<file path="src/rtl/arm1_param_core.sv">
// -----------------------------------------------------------------------------
// arm1_param_core
//
// Parametrised ARM1-style multicycle accumulator processor. The datapath,
// control FSM and unified memory all live in this one block.
//
// Every instruction walks FETCH -> DECODE -> EXEC -> FETCH, so it takes exactly
// 3 cycles. HLT is the exception: it is caught in DECODE and parks the core
// in HALT until the next reset.
//
// Instruction word layout:
//   opcode = word[DATA_W-1 -: 4]
//   addr   = word[ADDR_W-1:0]
//   Any bits in between are ignored.
//
// Parameters:
//   DATA_W : datapath and memory word width. Must be >= ADDR_W + 4 so that
//            the opcode and address fields do not overlap.
//   ADDR_W : address width. Memory depth is 2**ADDR_W words.
//
// Optional feature:
//   ARM1_IMM_EN. When this macro is defined, two immediate opcodes exist:
//     0x5 LDI  : AC <= zero-extended addr (flags kept)
//     0x6 ADDI : AC <= AC + zero-extended addr (flags as for ADD)
//   When it is undefined, 0x5 and 0x6 behave as NOPs.
//
// Ports:
//   clk        : system clock; all state updates on the rising edge
//   reset      : synchronous, active-high reset
//   prog_we    : program-port write enable; honoured only while reset=1
//   prog_addr  : program-port word address
//   prog_data  : program-port write data
//   pc_out     : current PC
//   ac_out     : accumulator
//   b_out      : B register
//   o_out      : output register
//   o_valid    : one-cycle pulse, in the cycle after O is written
//   flags      : {Z,N,C,V}
//   halted     : core is in the HALT state
//   instr_done : one-cycle pulse after the EXEC of each retired instruction
//
// Strobe semantics: o_valid and instr_done are registered single-cycle
// pulses. There is no ready/back-pressure. A consumer must capture o_out in
// the cycle o_valid is high; o_out then holds its value until the next OUT.
// -----------------------------------------------------------------------------
module arm1_param_core #(
  parameter int DATA_W = 8,
  parameter int ADDR_W = 4
) (
  input  logic              clk,
  input  logic              reset,
  input  logic              prog_we,
  input  logic [ADDR_W-1:0] prog_addr,
  input  logic [DATA_W-1:0] prog_data,
  output logic [ADDR_W-1:0] pc_out,
  output logic [DATA_W-1:0] ac_out,
  output logic [DATA_W-1:0] b_out,
  output logic [DATA_W-1:0] o_out,
  output logic              o_valid,
  output logic [3:0]        flags,
  output logic              halted,
  output logic              instr_done
);

  localparam int DEPTH = 1 << ADDR_W;
  localparam int MSB   = DATA_W - 1;

  localparam logic [3:0] OP_ADD  = 4'h0;
  localparam logic [3:0] OP_SUB  = 4'h1;
  localparam logic [3:0] OP_AND  = 4'h2;
  localparam logic [3:0] OP_OR   = 4'h3;
  localparam logic [3:0] OP_XOR  = 4'h4;
  localparam logic [3:0] OP_LDI  = 4'h5;
  localparam logic [3:0] OP_ADDI = 4'h6;
  localparam logic [3:0] OP_HLT  = 4'h7;
  localparam logic [3:0] OP_JMP  = 4'h8;
  localparam logic [3:0] OP_JZ   = 4'h9;
  localparam logic [3:0] OP_JN   = 4'hA;
  localparam logic [3:0] OP_LDA  = 4'hC;
  localparam logic [3:0] OP_LDB  = 4'hD;
  localparam logic [3:0] OP_STA  = 4'hE;
  localparam logic [3:0] OP_OUT  = 4'hF;

  typedef enum logic [1:0] {
    S_FETCH  = 2'd0,
    S_DECODE = 2'd1,
    S_EXEC   = 2'd2,
    S_HALT   = 2'd3
  } state_t;

  // Current FSM state. It is kept as a named signal so that checkers can
  // bind to it.
  state_t state;

  logic [DATA_W-1:0] mem [DEPTH];
  logic [3:0]        ir_op;
  logic [ADDR_W-1:0] ir_addr;
  logic [ADDR_W-1:0] pc;
  logic [DATA_W-1:0] ac;
  logic [DATA_W-1:0] b;

  // EXEC-stage results, computed combinationally from IR, AC, B and memory.
  logic [DATA_W:0]   sum;
  logic [DATA_W:0]   diff;
  logic [DATA_W-1:0] add_opnd;
  logic [DATA_W-1:0] res;
  logic [DATA_W-1:0] ac_nxt;
  logic              ac_we;
  logic              flag_we;
  logic              c_nxt;
  logic              v_nxt;
  logic [DATA_W-1:0] mem_at_addr;
  logic [DATA_W-1:0] addr_zext;

  assign mem_at_addr = mem[ir_addr];
  assign addr_zext   = {{(DATA_W-ADDR_W){1'b0}}, ir_addr};

`ifdef ARM1_IMM_EN
  assign add_opnd = (ir_op == OP_ADDI) ? addr_zext : b;
`else
  assign add_opnd = b;
`endif

  always_comb begin
    sum     = {1'b0, ac} + {1'b0, add_opnd};
    diff    = {1'b0, ac} - {1'b0, b};
    res     = '0;
    ac_nxt  = ac;
    ac_we   = 1'b0;
    flag_we = 1'b0;
    c_nxt   = 1'b0;
    v_nxt   = 1'b0;
    case (ir_op)
      OP_ADD: begin
        res     = sum[MSB:0];
        c_nxt   = sum[DATA_W];
        // Signed overflow: both operands share a sign that the result lacks.
        v_nxt   = (ac[MSB] == add_opnd[MSB]) && (res[MSB] != ac[MSB]);
        ac_nxt  = res;
        ac_we   = 1'b1;
        flag_we = 1'b1;
      end
      OP_SUB: begin
        res     = diff[MSB:0];
        // The borrow is the top bit of the widened difference.
        // Carry means "no borrow", i.e. AC >= B unsigned.
        c_nxt   = ~diff[DATA_W];
        v_nxt   = (ac[MSB] != b[MSB]) && (res[MSB] != ac[MSB]);
        ac_nxt  = res;
        ac_we   = 1'b1;
        flag_we = 1'b1;
      end
      OP_AND: begin
        res     = ac & b;
        ac_nxt  = res;
        ac_we   = 1'b1;
        flag_we = 1'b1;
      end
      OP_OR: begin
        res     = ac | b;
        ac_nxt  = res;
        ac_we   = 1'b1;
        flag_we = 1'b1;
      end
      OP_XOR: begin
        res     = ac ^ b;
        ac_nxt  = res;
        ac_we   = 1'b1;
        flag_we = 1'b1;
      end
`ifdef ARM1_IMM_EN
      OP_LDI: begin
        ac_nxt = addr_zext;
        ac_we  = 1'b1;
      end
      OP_ADDI: begin
        res     = sum[MSB:0];
        c_nxt   = sum[DATA_W];
        v_nxt   = (ac[MSB] == add_opnd[MSB]) && (res[MSB] != ac[MSB]);
        ac_nxt  = res;
        ac_we   = 1'b1;
        flag_we = 1'b1;
      end
`endif
      OP_LDA: begin
        ac_nxt = mem_at_addr;
        ac_we  = 1'b1;
      end
      default: begin
      end
    endcase
  end

  // Control FSM and architectural registers.
  always_ff @(posedge clk) begin
    if (reset) begin
      state      <= S_FETCH;
      pc         <= '0;
      ac         <= '0;
      b          <= '0;
      o_out      <= '0;
      o_valid    <= 1'b0;
      flags      <= 4'b0000;
      halted     <= 1'b0;
      instr_done <= 1'b0;
      ir_op      <= 4'h0;
      ir_addr    <= '0;
    end else begin
      o_valid    <= 1'b0;
      instr_done <= 1'b0;
      case (state)
        S_FETCH: begin
          ir_op   <= mem[pc][DATA_W-1 -: 4];
          ir_addr <= mem[pc][ADDR_W-1:0];
          pc      <= pc + 1'b1;  // wraps modulo 2**ADDR_W
          state   <= S_DECODE;
        end
        S_DECODE: begin
          if (ir_op == OP_HLT) begin
            state  <= S_HALT;
            halted <= 1'b1;
          end else begin
            state <= S_EXEC;
          end
        end
        S_EXEC: begin
          state      <= S_FETCH;
          instr_done <= 1'b1;
          if (ac_we) ac <= ac_nxt;
          if (flag_we) flags <= {(res == '0), res[MSB], c_nxt, v_nxt};
          case (ir_op)
            OP_JMP: pc <= ir_addr;
            // Jumps test the flags as they stand entering EXEC.
            OP_JZ:  if (flags[3]) pc <= ir_addr;
            OP_JN:  if (flags[2]) pc <= ir_addr;
            OP_LDB: b <= mem_at_addr;
            OP_OUT: begin
              o_out   <= ac;
              o_valid <= 1'b1;
            end
            default: begin
            end
          endcase
        end
        S_HALT: begin
          halted <= 1'b1;
        end
        default: begin
          state <= S_FETCH;
        end
      endcase
    end
  end

  // Unified memory. There is no reset of its contents.
  // The program port is live only while in reset. A reset during an STA
  // EXEC cycle suppresses that store. A store completes before the next
  // FETCH, so self-modifying code sees the new value.
  always_ff @(posedge clk) begin
    if (reset) begin
      if (prog_we) mem[prog_addr] <= prog_data;
    end else if (state == S_EXEC && ir_op == OP_STA) begin
      mem[ir_addr] <= ac;
    end
  end

  assign pc_out = pc;
  assign ac_out = ac;
  assign b_out  = b;

endmodule

</file>
<file path="config.mk">
export PLATFORM = sky130hd
export DESIGN_NAME = arm1_param_core
export DESIGN_NICKNAME = d
export VERILOG_FILES = /design/src/rtl/arm1_param_core.sv
export SDC_FILE = /design/constraint.sdc
export NUM_CORES = 1
export LEC_CHECK = 0
export ABC_AREA = 1
export CORE_AREA = 4 4 201 164
export CTS_CLUSTER_SIZE = 16
export DETAILED_ROUTE_END_ITERATION = 12
export DIE_AREA = 0 0 205 168
export PLACE_DENSITY_LB_ADDON = 0.25
export SLEW_MARGIN = 20
export SYNTH_ARGS = -nofsm -noshare
export SYNTH_HDL_FRONTEND = slang
export SYNTH_SLANG_ARGS = --single-unit
</file>
<file path="constraint.sdc">
create_clock -name clk -period 2.2 [get_ports clk]
set_input_delay 0.33 -clock clk [delete_from_list [all_inputs] [get_ports clk]]
set_output_delay 0.33 -clock clk [all_outputs]
set_load 0.02 [all_outputs]
</file>
==> results of run 1 <==
area by class of cell:
type	count	area, um^2
Clock buffer	21	440
Multi-Input combinational cell	802	4170
Clock inverter	11	119
Tap cell	420	526
Sequential cell	173	4750
Timing Repair Buffer	132	1220
Inverter	103	387
Fill cell	3115	19400
placed cells by master (no fill, tap or decap), types with 2 or more instances in the layout:
| master | netlist | layout |
|---|---|---|
| sky130_fd_sc_hd__nor2_1 | 193 | 190 |
| sky130_fd_sc_hd__o21ai_0 | 164 | 163 |
| sky130_fd_sc_hd__nand2_1 | 158 | 158 |
| sky130_fd_sc_hd__edfxtp_1 | 128 | 128 |
| sky130_fd_sc_hd__inv_1 | 90 | 87 |
| sky130_fd_sc_hd__buf_4 | 3 | 74 |
| sky130_fd_sc_hd__nand3_1 | 70 | 70 |
| sky130_fd_sc_hd__a21oi_1 | 66 | 64 |
| sky130_fd_sc_hd__clkdlybuf4s50_1 | 0 | 49 |
| sky130_fd_sc_hd__dfxtp_1 | 45 | 37 |
| sky130_fd_sc_hd__o211ai_1 | 29 | 29 |
| sky130_fd_sc_hd__o221ai_1 | 25 | 25 |
| sky130_fd_sc_hd__ha_1 | 26 | 21 |
| sky130_fd_sc_hd__clkbuf_16 | 0 | 17 |
| sky130_fd_sc_hd__o21ai_1 | 15 | 16 |
| sky130_fd_sc_hd__inv_2 | 11 | 14 |
| sky130_fd_sc_hd__nor2_2 | 5 | 8 |
| sky130_fd_sc_hd__dfxtp_2 | 0 | 8 |
| sky130_fd_sc_hd__buf_12 | 0 | 8 |
| sky130_fd_sc_hd__nand2_2 | 7 | 7 |
| sky130_fd_sc_hd__nand4_1 | 6 | 6 |
| sky130_fd_sc_hd__clkinv_1 | 2 | 5 |
| sky130_fd_sc_hd__nand3b_1 | 5 | 5 |
| sky130_fd_sc_hd__xor2_1 | 5 | 5 |
| sky130_fd_sc_hd__ha_4 | 0 | 4 |
| sky130_fd_sc_hd__clkbuf_1 | 32 | 4 |
| sky130_fd_sc_hd__clkinvlp_4 | 0 | 4 |
| sky130_fd_sc_hd__o21ai_2 | 3 | 3 |
| sky130_fd_sc_hd__o22ai_1 | 3 | 3 |
| sky130_fd_sc_hd__nor3_1 | 3 | 3 |
| sky130_fd_sc_hd__nor2_4 | 2 | 2 |
| sky130_fd_sc_hd__nand3_2 | 2 | 2 |
| sky130_fd_sc_hd__a21oi_2 | 0 | 2 |
| sky130_fd_sc_hd__o21a_1 | 2 | 2 |
| sky130_fd_sc_hd__a31oi_1 | 2 | 2 |
| sky130_fd_sc_hd__bufinv_16 | 0 | 2 |
what timing repair did:
item,4_1_cts,5_1_grt
hold buffers,0,0
gates resized for setup,1,22
endpoints found under the setup margin,1,31
power by group through the flow:
stage	Clock, mW	Combinational [mW]	Sequential, mW
6_report	2.94	2.69	3.67
5_1_grt	3.13	2.89	3.68
4_1_cts	2.97	2.61	3.67
3_5_place_dp	0	2.60	3.74
3_3_place_gp	0	2.59	3.74
2_1_floorplan	0	1.49	3.76
state kept, by name, summed over array words and instances (netlist names):
register / cells
o_valid: 1
flags: 4
ac_out: 8
halted: 1
ir_addr: 4
state: 2
instr_done: 1
mem: 128
pc_out: 4
b_out: 8
ir_op: 4
o_out: 8
critical path, stage by stage, from the launching register on:
cell	delay, ns
sky130_fd_sc_hd__dfxtp_1	0.34
sky130_fd_sc_hd__buf_6	0.33
sky130_fd_sc_hd__clkdlybuf4s50_1	0.69
metal layers:
layer  vias up  GRT usage, %
met2       481          26.3
met3        37          3.77
met5         -          1.29
li1       4105             -
met1      4071          30.0
met4         4          5.24
how the worst max path moves through the flow:
stage,to,slack (ns),cells past startpoint
5_1_grt,mem[2][0],-0.003,8
2_1_floorplan,mem[0][0],-0.01,7
3_5_place_dp,mem[13][4],-0.18,9
3_3_place_gp,mem[13][7],-0.17,9
6_report,pc_out[1],0.07,2
4_1_cts,flags[3],0.06,14
synth_stat cells, types with 2 or more instances:
cell type                    n
sky130_fd_sc_hd__nor2_4      2
sky130_fd_sc_hd__nand3b_1    5
sky130_fd_sc_hd__o21a_1      2
sky130_fd_sc_hd__a31oi_1     2
sky130_fd_sc_hd__o22ai_1     3
sky130_fd_sc_hd__nand3_1    70
sky130_fd_sc_hd__buf_4       3
sky130_fd_sc_hd__nand4_1     6
sky130_fd_sc_hd__nor3_1      3
sky130_fd_sc_hd__o211ai_1   29
sky130_fd_sc_hd__dfxtp_1    45
sky130_fd_sc_hd__nand3_2     2
sky130_fd_sc_hd__fa_1        2
sky130_fd_sc_hd__ha_1       26
sky130_fd_sc_hd__buf_1       2
sky130_fd_sc_hd__buf_6       2
sky130_fd_sc_hd__edfxtp_1  128
sky130_fd_sc_hd__clkbuf_1   32
sky130_fd_sc_hd__o21ai_2     3
sky130_fd_sc_hd__nand2_1   158
sky130_fd_sc_hd__nor2_1    193
sky130_fd_sc_hd__nor2_2      5
sky130_fd_sc_hd__nand2_2     7
sky130_fd_sc_hd__inv_2      11
sky130_fd_sc_hd__a21oi_1    66
sky130_fd_sc_hd__buf_2      22
sky130_fd_sc_hd__o21ai_0   164
sky130_fd_sc_hd__o221ai_1   25
sky130_fd_sc_hd__inv_1      90
sky130_fd_sc_hd__clkinv_1    2
sky130_fd_sc_hd__o21ai_1    15
sky130_fd_sc_hd__xor2_1      5
cell families (layout without fill, tap and decap cells):
logic type / Yosys count / after routing / synth area share, %
adder cells (fa/ha/maj): 28 / 28 / 3.84
XOR/XNOR: 6 / 6 / 0.552
AO/OA/AOI/OAI: 310 / 310 / 18.3
AND/OR/NAND/NOR: 458 / 458 / 20.3
buffers and inverters: 165 / 267 / 7.09
flip-flops: 173 / 173 / 49.9
==> summary.md, run 1 <==
| Metric | Value |
|---|---|
| Iteration-0 DRC Markers | 1247 |
| Number of vias per cell | 5.23 |
| Ratio of cells with drive above 1 in the final layout | about an eighth |
| Detailed-routed wire length on met3 | 3380 um |
| Final standard cell count with taps included and fillers excluded | 1662 |
| Number of H-tree levels | 4 |
| Number of vias in the routed layout | 8698 |
| Largest area contributor in the synthesized netlist | sky130_fd_sc_hd__edfxtp_1 |
| Gp weighted congestion | 0.916 |
| Number of enable flip-flop cells after synthesis | roughly 130 |
| Peak supply drop | 345 uV |
| Count of max-cap constraint violations | 0 |
| Number of buffers added by the clock tree synthesis step | 17 |
| Diode insertion count for antenna repair | 0 |
| Iteration count of the initial detailed-routing pass | 6 |
| Placed cell count | 1630 |
| Hold Violations, Final | 0 |
| CTS tree | done |
| Highest routed layer | met5 |
| Endpoint of the worst hold-timing path | halted |
| Fraction of the yosys area taken by sequential cells | about 50% |
| Distinct cell type count of the synthesized netlist | 42 |
| Switching part of the total | 34.3% |
| Relative slew slack | 55.3% |
| Number of nets in the synthesized netlist | 1183 |
| Reported leakage power | about 4.5 nW |
| Met1 layer wirelength in the final routing | 15600 um |
| Flop2flop setup slack | 0.11 ns |
| RSZ-0062 raised after global routing | true |
| Minimum hold slack | 0.489 ns |
| Final nets | 1272 |
| Vert. Die Dim | 168 um |
| DRC Markers | 0 |
| Share of Yosys cell area claimed by the top area cell type | about two fifths |
| Crit Path Max Fanout | 33 |
| Post-layout power | 9.30 mW |
| Dominant cells by area after synthesis | sky130_fd_sc_hd__edfxtp_1, sky130_fd_sc_hd__dfxtp_1, sky130_fd_sc_hd__o21ai_0 |
| Starting utilization of the core area | 30.7% |
| Pins over their slew limit | 0 |
| Cell-internal power | between 6 and 7 mW |
| DIE WIDTH | approximately 210 um |
| Worst setup slack after layout | 0.0722 ns |
| Worst slew pin tran | 0.670 ns |
| Final Cell Area | 11600 um^2 |
| Async S/R FF share, synth | 0% |
| Clock latency of the later-clocked register in the worst-skew pair | 0.42 ns |
| Arr. time, crit path | 1.80 ns |
| Standard-cell row count | 58 |
| Fin util | between 30% and 40% |
| Number of storage elements in the synthesis netlist | between 150 and 200 |
| Number of clock sinks | 173 |
| Die footprint | around 34000 um^2 |
| Type of destination of the critical path | primary output |
| Aggregate negative setup slack | 0 ns |
| Warnings, synthesis | 0 |
| Post-detailed-route wirelength per cell | ~20 um |
| Maximum number of pins on one net before global-route repair | 59 |
| Pwr per Cell Area | approximately 800 nW/um^2 |
| Hpwl dp | 23600 um |
| Portion of total power attributed to the clock network | 31.6% |
| Floorplan core area | 31000 um^2 |
| Number of post-CTS setup repair buffers | 0 |
| Leftover overflow at the end of global routing | 0 |
| Global-route total usage across every layer | 19.1% |
| Fin Clk Skew | 0.0125 ns |
| # IOs | 50 |
| Class of the worst hold path | flip-flop to flip-flop |
| ANT nets after route | 0 |
| Clock input transition at the sequential cells of the worst setup and hold paths | 0.07 ns |
| Crit path launch | pc_out[1] |
| Share of power burned in registers | 39.5% |
| Min Clock Period, post-route | roughly 2.1 ns |
| Number of buffers added on ports | 49 |
| Routed wl met2 | about 14000 um |
| Wire length of the first global-routing pass | 50100 um |
| Fmax | 470 MHz |
| Reported net switching power | 3.19 mW |
| Netlist Area Pre-Place | 9520 um^2 |
| Run status | finished, final reports clean |
| Final count of negative-setup-slack endpoints | 0 |
| Placement Cell Area | between 10000 and 15000 um^2 |
| Cell count of the worst hold path | 2 |
| Area growth from synthesis to layout | 22.0% |
| Launching element type of the critical path | flip-flop |
| Crit path required time | ~1.9 ns |
| Top FF cell, synth | sky130_fd_sc_hd__edfxtp_1 |
| Number of antenna violations at the first check in global routing | 1 |
| Period utilization | 96.7% |
| Type of the worst setup path | flip-flop to primary output |
| Post-placement worst setup slack | -0.181 ns |
| Root buffer cell | sky130_fd_sc_hd__clkbuf_16 |
| Final Routed Wirelength | 33500 um |
| Vias in the first global route | 7852 |
| Avg Cell Area, Syn | 8.35 um^2 |
| Bufs on Longest Clock Path | 2 |
| Critical R2R Launch | state[0] |
| Reg-to-Reg End | mem[10][2] |
| Share of power burned in combinational logic | 28.9% |
| Length in cells of the worst reg-to-reg path | 8 |
| Hold path start | halted |
| Cell count after synthesis | 1140 |
No activity file was read; power rests on OpenSTA's default activity.
==> run 2, diff against run 1 <==
- CORE_AREA: 4 4 201 164 -> 4 4 168 138
- DIE_AREA: 0 0 205 168 -> 0 0 172 142
==> summary.md, run 2 (same netlist as run 1, synthesis figures left out) <==
| Metric | Value |
|---|---|
| Run status | finished, final reports clean |
| Register with the most flip-flops | mem |
| Pwr per Cell Area | 801 nW/um^2 |
| Leftover overflow at the end of global routing | 0 |
| Number of vias in the routed layout | ~9000 |
| Vias in the first global route | 7933 |
| Largest register FFs | 128 |
| RSZ-0062 raised after global routing | true |
| # fillers | 1971 |
| Area growth from synthesis to layout | 20.1% |
| Highest-delay cell along the critical path | sky130_fd_sc_hd__ha_1 |
| Type of destination of the critical path | flip-flop |
| Crit Path Max Fanout | 9 |
| ANT nets after route | 0 |
| Most frequent cell on the critical path | sky130_fd_sc_hd__nand2_1 |
| Highest cell delay on the worst timing path | between 0.4 and 0.5 ns |
| Post-layout power | 9.15 mW |
| Iteration count of the initial detailed-routing pass | 6 |
| Clock input transition at the sequential cells of the worst setup and hold paths | approximately 0.070 ns |
| Count of max-cap constraint violations | 0 |
| Vert. Die Dim | ~140 um |
| Peak supply drop | a little over 400 uV |
| Leading cell types in the layout, fill and taps excluded | sky130_fd_sc_hd__nor2_1, sky130_fd_sc_hd__o21ai_0, sky130_fd_sc_hd__nand2_1, sky130_fd_sc_hd__edfxtp_1, sky130_fd_sc_hd__inv_1 |
| Aggregate negative setup slack | 0 ns |
| Final nets | 1271 |
| Hold Violations, Final | 0 |
| Diode insertion count for antenna repair | 0 |
| Reported leakage power | approximately 4.5 nW |
| Iteration-0 DRC Markers | 1096 |
| Standard-cell row count | 48 |
| Final count of negative-setup-slack endpoints | 0 |
| Maximum number of pins on one net before global-route repair | 66 |
| DIE WIDTH | between 150 and 200 um |
| Combined area of the multi-input logic cells | around 4200 um^2 |
| Wire length of the first global-routing pass | around 46000 um |
| Number of vias per cell | 5.77 |
| DRC Markers | 0 |
| Die footprint | 24400 um^2 |
| Leading cell type in the layout, fill and taps excluded | sky130_fd_sc_hd__nor2_1 |
| Relative slew slack | 54.9% |
| Number of buffers added on ports | 49 |
| Bufs on Longest Clock Path | 2 |
| Length in cells of the worst reg-to-reg path | 13 |
| Starting utilization of the core area | 44.5% |
| Combined flip-flop and latch cell area | around 4800 um^2 |
| Number of clock sinks | 173 |
| Hpwl dp | 21300 um |
| Global-route total usage across every layer | 24.7% |
| Clock latency of the later-clocked register in the worst-skew pair | ~0.43 ns |
| Final Routed Wirelength | approximately 30000 um |
| Crit path required time | 2.56 ns |
| Period utilization | 97.6% |
| Pins over their slew limit | 0 |
| Number of buffers added by the clock tree synthesis step | 17 |
| Gp weighted congestion | slightly above 1 |
| # IOs | 50 |
| Min Clock Period, post-route | 2.15 ns |
| Fmax | 466 MHz |
| Floorplan core area | 21400 um^2 |
| Worst slew pin tran | 0.675 ns |
| Number of H-tree levels | 4 |
| Type of the worst setup path | flip-flop to flip-flop |
| Ratio of cells with drive above 1 in the final layout | between 10% and 20% |
| List of cells traversed by the critical path | inv_1, ha_1, nor2_1, and2_1, nand2_1, nand2_1, inv_1, nor2_1, nor2_2, nand2_1, nor2_1, nand2_1, a21oi_1 |
| Root buffer cell | sky130_fd_sc_hd__clkbuf_16 |
| Post-detailed-route wirelength per cell | 20.0 um |
| Arr. time, crit path | 2.51 ns |
| CTS tree | done |
| Class of the worst hold path | flip-flop to flip-flop |
| Fin Clk Skew | about 0.012 ns |
| Launching element type of the critical path | flip-flop |
| Cts hold-fix bufs | 0 |
| Cell count of the worst hold path | 2 |
| Number of antenna violations at the first check in global routing | 0 |
[run 2: cell count changes in the layout (fill, tap and decap cells not counted), sizes merged]
cell,previous run,this run
buf,83,82
bufinv,2,0
clkbuf,21,19
clkinvlp,4,0
inv,102,110
[run 2: where the power goes]
part | leakage, nW | total [mW] | switching [mW] | internal [mW]
combinational | 2.71 | 2.60 | 1.77 | 0.832
clock | 0.281 | 2.89 | 1.35 | 1.54
sequential | 1.52 | 3.66 | 0.0805 | 3.58
[run 2: metal layers]
layer  GRT usage [%]  part of all wire, %  vias to the layer above
met5               0                    0                        -
met4            6.37                  1.6                        0
met3            7.97                   11                       52
met2            34.7                   43                      486
met1            37.1                   44                     4104
li1                -                    -                     4100
[run 2: worst paths after layout]
kind              slack (ns)       from        to
setup / recovery        0.05  ac_out[5]  flags[3]
hold / removal          0.48     halted    halted
setup reg to reg        0.05  ac_out[5]  flags[3]
hold reg to reg         0.48     halted    halted
[run 2: critical path, delay by kind of cell, from the launching register on]
family                     cells  cell delay (ns)
AOI/OAI and AO/OA              1             0.12
and+or+nand+nor                9             1.01
DFF                            1             0.34
adders and majority gates      1             0.47
buffers and inverters          2             0.14
[run 2: final cells by class]
| cell class | instances | area share (%) |
|---|---|---|
| sequential | 173 | 41.6 |
| multi-input combinational | 802 | 36.7 |
| timing repair buffer | 131 | 10.5 |
| clock buffer | 19 | 3.97 |
| inverter | 103 | 3.38 |
| tap | 275 | 3.01 |
| clock inverter | 13 | 0.865 |
[run 2: timing repair]
action | CTS | global route
resized for setup | 0 | 31
setup buffers | 0 | 2
endpoints found under the setup margin | 0 | 111
[run 2: through the flow]
step                      hold WS (ns)  worst slack [ns]  std cells  utilization (%)  instance area (um^2)
after CTS                        0.489            0.0413       1514             52.8                 11300
after detailed placement         0.472            -0.224       1482             50.2                 10700
after global placement           0.465            -0.197       1482             50.2                 10700
after global routing             0.545          -0.00700       1516             53.5                 11400
final                            0.483            0.0531       1516             53.5                 11400
after floorplan                  0.491           -0.0105       1140                -                  9520
==> RTL edit 1 (flow settings as in run 2) <==
The 4 states of `state_t` get a one-hot encoding in 4 bits.
--- a/src/rtl/arm1_param_core.sv
+++ b/src/rtl/arm1_param_core.sv
@@ -81,11 +81,11 @@
   localparam logic [3:0] OP_STA  = 4'hE;
   localparam logic [3:0] OP_OUT  = 4'hF;
 
-  typedef enum logic [1:0] {
-    S_FETCH  = 2'd0,
-    S_DECODE = 2'd1,
-    S_EXEC   = 2'd2,
-    S_HALT   = 2'd3
+  typedef enum logic [3:0] {
+    S_FETCH  = 4'b0001,
+    S_DECODE = 4'b0010,
+    S_EXEC   = 4'b0100,
+    S_HALT   = 4'b1000
   } state_t;
 
   // Current FSM state. It is kept as a named signal so that checkers can
Check against the original RTL: same outputs for any inputs over 4 cycles, from zero or initial values and one cycle with reset high; so few cycles prove little.
==> RTL edit 1 against run 2 <==
The run now ends with setup timing left; synthesized area grew 0.68%; via count shrank 0.16%; cell area grew 3.9%; wire length shrank 2.4%; setup slack lost 0.18 ns; global-route usage shrank 0.36 points; synthesized cell count grew 1.2%; maximum frequency shrank 7.9%; sequential cell count grew 2; total power grew 7.4%.
==> RTL edit 1: results (changes against run 2) <==
STA
--------------------------------------------------------------------------------
Final setup margin                                                     -0.130 ns   was 0.0531 ns
Least-Margin Pin Slew                                                   0.556 ns   was 0.675 ns
Setup TNS                                                               -7.54 ns   was 0 ns
Setup violators final                                                        112   was 0
Layout Skew                                                           0.00703 ns   was 0.0123 ns

ROUTING
--------------------------------------------------------------------------------
Number of vias per cell                                                     5.65   was 5.77
First drt pass iteration count                                                 5   was 6
Routed via count                                                           8,728   was 8,742

CELLS AND AREA
--------------------------------------------------------------------------------
Fraction of final layout cells with drive strength greater than 1          14.9%   was 13.6%
Seq area share                                                             40.4%   was 41.6%
Number of filler cells placed in the layout                                1,924   was 1,971
Number of multi-input logic gates                                            774   was 802
Non-clock buffer share of cell area                                        12.1%   was 10.5%
Multi-input gate share of total cell area                                  35.0%   was 36.7%
Number of inverters outside the clock class in the layout                    139   was 103
Sequential cells                                                             175   was 173

POWER AND IR DROP
--------------------------------------------------------------------------------
Clock group                                                            0.00312 W   was 0.00289 W
Standby leakage power                                                    4.69 nW   was 4.51 nW
Switching power                                                        0.00342 W   was 0.00320 W
Peak VDD IR                                                               529 µV   was 410 µV
Combinational logic power                                              0.00299 W   was 0.00260 W

GLOBAL ROUTE
--------------------------------------------------------------------------------
Maximum number of pins on one net before global-route repair                  73   was 66
Wire length of the first global-routing pass                           45,200 µm   was 45,800 µm
Vias in the first global route                                             7,954   was 7,933
Global routing usage on met2                                               34.9%   was 34.7%
Met1 Track Usage GR                                                        37.7%   was 37.1%
Met3 Use GR                                                                5.19%   was 7.97%

OUTCOME
--------------------------------------------------------------------------------
Outcome                                                             finished, violations left   was finished, final reports clean
Violated checks                                                     setup timing

WORST SETUP PATH
--------------------------------------------------------------------------------
Worst stage delay on the critical path                                   0.31 ns   was 0.47 ns
Largest fanout on the critical path                                            8   was 9
Arrival time of data at the critical path endpoint                       2.48 ns   was 2.51 ns

CLOCKING
--------------------------------------------------------------------------------
Cts repair resizes                                                             3   was 0

SYNTHESIS
--------------------------------------------------------------------------------
Most frequent cells after synthesis                                 sky130_fd_sc_hd__nand2_1, sky130_fd_sc_hd__o21ai_0, sky130_fd_sc_hd__inv_1   was sky130_fd_sc_hd__nor2_1, sky130_fd_sc_hd__o21ai_0, sky130_fd_sc_hd__nand2_1
Seq/Total Area, Yosys                                                      49.9%   about the same
Synthesized net count                                                      1,197   was 1,183
Leading cell types by total area after synthesis                    sky130_fd_sc_hd__edfxtp_1, sky130_fd_sc_hd__dfxtp_1, sky130_fd_sc_hd__o21ai_0, sky130_fd_sc_hd__nand2_1, sky130_fd_sc_hd__a21oi_1   was sky130_fd_sc_hd__edfxtp_1, sky130_fd_sc_hd__dfxtp_1, sky130_fd_sc_hd__o21ai_0, sky130_fd_sc_hd__nor2_1, sky130_fd_sc_hd__nand2_1

PLACED DESIGN
--------------------------------------------------------------------------------
Placed Area                                                           0.0110 mm²   was 0.0107 mm²
Number of placed instances with taps included                              1,508   was 1,482

==> RTL edit 1: cell families (layout without fill, tap and decap cells) <==
logic type               count (synthesis)  in the layout  share of synthesized area [%]
buffers and inverters                  205            320                           8.44
AND/OR/NAND/NOR                        385            385                           17.1
AO/OA/AOI/OAI                          357            357                           20.3
adder cells (fa/ha/maj)                 28             28                           3.81
XOR/XNOR                                 4              4                          0.366
flip-flops                             175            175                           49.9
==> RTL edit 1: final timing paths <==
path              cells past startpoint  slack, ns                  end                   from
setup / recovery                     13      -0.13  mem[7][6]$_DFFE_PP_  state[0]$_SDFFE_PP1N_
hold / removal                        2       0.48  halted$_SDFFE_PP0P_    halted$_SDFFE_PP0P_
setup reg to reg                     13      -0.13  mem[7][6]$_DFFE_PP_  state[0]$_SDFFE_PP1N_
hold reg to reg                       2       0.48  halted$_SDFFE_PP0P_    halted$_SDFFE_PP0P_
==> RTL edit 1: layer usage <==
metal	share of wire (%)	routed length, µm
met1	46	13700
met2	43	12800
met3	9.0	2660
met4	1.8	535
met5	0	0
==> RTL edit 2 (settings of run 2) <==
Made on the original files. Set the parameter `DATA_W` to 4 (it was 8).
--- a/src/rtl/arm1_param_core.sv
+++ b/src/rtl/arm1_param_core.sv
@@ -44,7 +44,7 @@
 // the cycle o_valid is high; o_out then holds its value until the next OUT.
 // -----------------------------------------------------------------------------
 module arm1_param_core #(
-  parameter int DATA_W = 8,
+  parameter int DATA_W = 4,
   parameter int ADDR_W = 4
 ) (
   input  logic              clk,
Interface: changed (resized ac_out, b_out, o_out and prog_data); port bits go from 50 to 34. No check against the original RTL was run, so the function may have changed too.
==> RTL edit 2 against run 2 <==
Count of clock-buffer cells in the layout shrank 10; worst hold slack worse by 0.041 ns; maximum frequency rose by 4.6%; clock skew is 0.0057 ns lower; wire length decreased by 46%; total power is 44% lower; combinational power shrank 44%; sequential cell count down 80; synthesized area shrank 45%; setup slack improved by 0.095 ns; cell area shrank 45%; clock power shrank 41%; largest power group unchanged; first-iteration DRC count down 57%; via count is 47% lower.
==> RTL edit 2: results (changes against run 2) <==
OUTCOME
-----------------------------------------------------------------------------------
Outcome                                                                finished, final reports clean   unchanged

GLOBAL ROUTE
-----------------------------------------------------------------------------------
GRT Util Overall                                                              13.7%   was 24.7%
Maximum number of pins on one net before global-route repair                     42   was 66
Vias in the first global route                                                4,296   was 7,933

ROUTING
-----------------------------------------------------------------------------------
Wire length per cell                                                        16.5 µm   was 20.0 µm

POWER AND IR DROP
-----------------------------------------------------------------------------------
Switching power                                                           0.00175 W   was 0.00320 W
Standby leakage power                                                       2.60 nW   was 4.51 nW

SYNTHESIS
-----------------------------------------------------------------------------------
Syn Area/Cell                                                              7.74 µm²   was 8.35 µm²
Dominant cell by count in the synthesized netlist                      sky130_fd_sc_hd__nand2_1   was sky130_fd_sc_hd__nor2_1
Seq/Total Area, Yosys                                                         48.0%   was 49.9%
Count of unique library cells instantiated by Yosys                              35   was 42
Number of flops mapped to enable cells by yosys                                  64   was 128

WORST SETUP PATH
-----------------------------------------------------------------------------------
FF-to-FF path depth                                                              11   was 13
Crit path max-delay family                                             buffers and inverters   was simple AND/OR/NAND/NOR gates
Worst stage delay on the critical path                                      0.60 ns   was 0.47 ns
Arrival time of data at the critical path endpoint                          1.72 ns   was 2.51 ns
Critical-path top delay cell                                           sky130_fd_sc_hd__clkdlybuf4s50_1   was sky130_fd_sc_hd__ha_1

CELLS AND AREA
-----------------------------------------------------------------------------------
Total Nets Final                                                                747   was 1,271
Fraction of final layout cells with drive strength greater than 1             8.97%   was 13.6%
Number of filler cells placed in the layout                                   2,314   was 1,971
Count of placed standard cells in the final layout, fillers left out          1,000   was 1,516

PLACED DESIGN
-----------------------------------------------------------------------------------
Estimated wirelength of the detail-placed design                          12,600 µm   was 21,300 µm

STA
-----------------------------------------------------------------------------------
Slew Limit Headroom                                                           54.8%   was 54.9%

CLOCKING
-----------------------------------------------------------------------------------
CTS HTree Levels                                                                  3   was 4
Clock Latency Late Sink                                                     0.35 ns   was 0.43 ns

## RTL edit 2: cell types whose count changed after synthesis, sizes merged, moves of 15 or more
| cell | delta |
|---|---|
| a21oi | -35 |
| clkbuf | -21 |
| dfxtp | -16 |
| edfxtp | -64 |
| inv | -40 |
| nand2 | +66 |
| nand3 | -51 |
| nor2 | -116 |
| o211ai | -15 |
| o21ai | -116 |
| o221ai | -19 |
## RTL edit 2: per-layer routing
metal / wire (µm) / global-route usage [%]
met1: 8660 / 22.3
met2: 6650 / 19.1
met3: 1110 / 2.36
met4: 90 / 2.36
met5: 0 / 0
## RTL edit 2: final timing paths
check	slack, ns	to	from
min	0.44	o_out[0]$_SDFFE_PP0P_	o_out[0]$_SDFFE_PP0P_
max	0.15	pc_out[0]	pc_out[0]$_SDFFE_PP0P_
max reg2reg	0.15	flags[3]$_SDFFE_PP0P_	b_out[0]$_SDFFE_PP0P_
min reg2reg	0.44	o_out[0]$_SDFFE_PP0P_	o_out[0]$_SDFFE_PP0P_
## RTL edit 2: metrics by stage
stage	setup slack, ns	instance area (µm²)
3_5_place_dp	0.0317	5990
4_1_cts	0.135	6310
6_report	0.148	6310
2_1_floorplan	0.112	5220
3_3_place_gp	0.117	5990
5_1_grt	0.00777	6310
## RTL edit 2: worst reg2reg max path: cells and delay by family (launching register included)
family                   cells  cell delay (ns)
AO/OA/AOI/OAI                1             0.07
adder cells (fa/ha/maj)      2             0.62
flip-flops                   1             0.46
AND/OR/NAND/NOR              7             0.77
buffers and inverters        1             0.06
## RTL edit 2: cell type report
cell class                      count  area (µm²)  area share (%)
Inverter                           62         240            3.81
Multi-Input combinational cell    492        2340            37.2
Tap cell                          275         344            5.46
Clock inverter                      6        95.1            1.51
Clock buffer                        9         225            3.57
Timing Repair Buffer               63         556            8.81
Sequential cell                    93        2500            39.7
## RTL edit 2: kinds of logic after synthesis
group / share of synthesized area (%)
AOI/OAI and AO/OA: 14.2
adders and majority gates: 3.88
buffers and inverters: 7.12
DFF: 48.0
and+or+nand+nor: 26.9
## RTL edit 2: power by group through the flow
stage	Clock (W)	Combinational [W]	Sequential, W
6_report	0.00171	0.00145	0.00197
5_1_grt	0.00183	0.00162	0.00198
4_1_cts	0.00174	0.00145	0.00197
3_5_place_dp	0	0.00144	0.00201
3_3_place_gp	0	0.00144	0.00201
2_1_floorplan	0	0.000956	0.00204
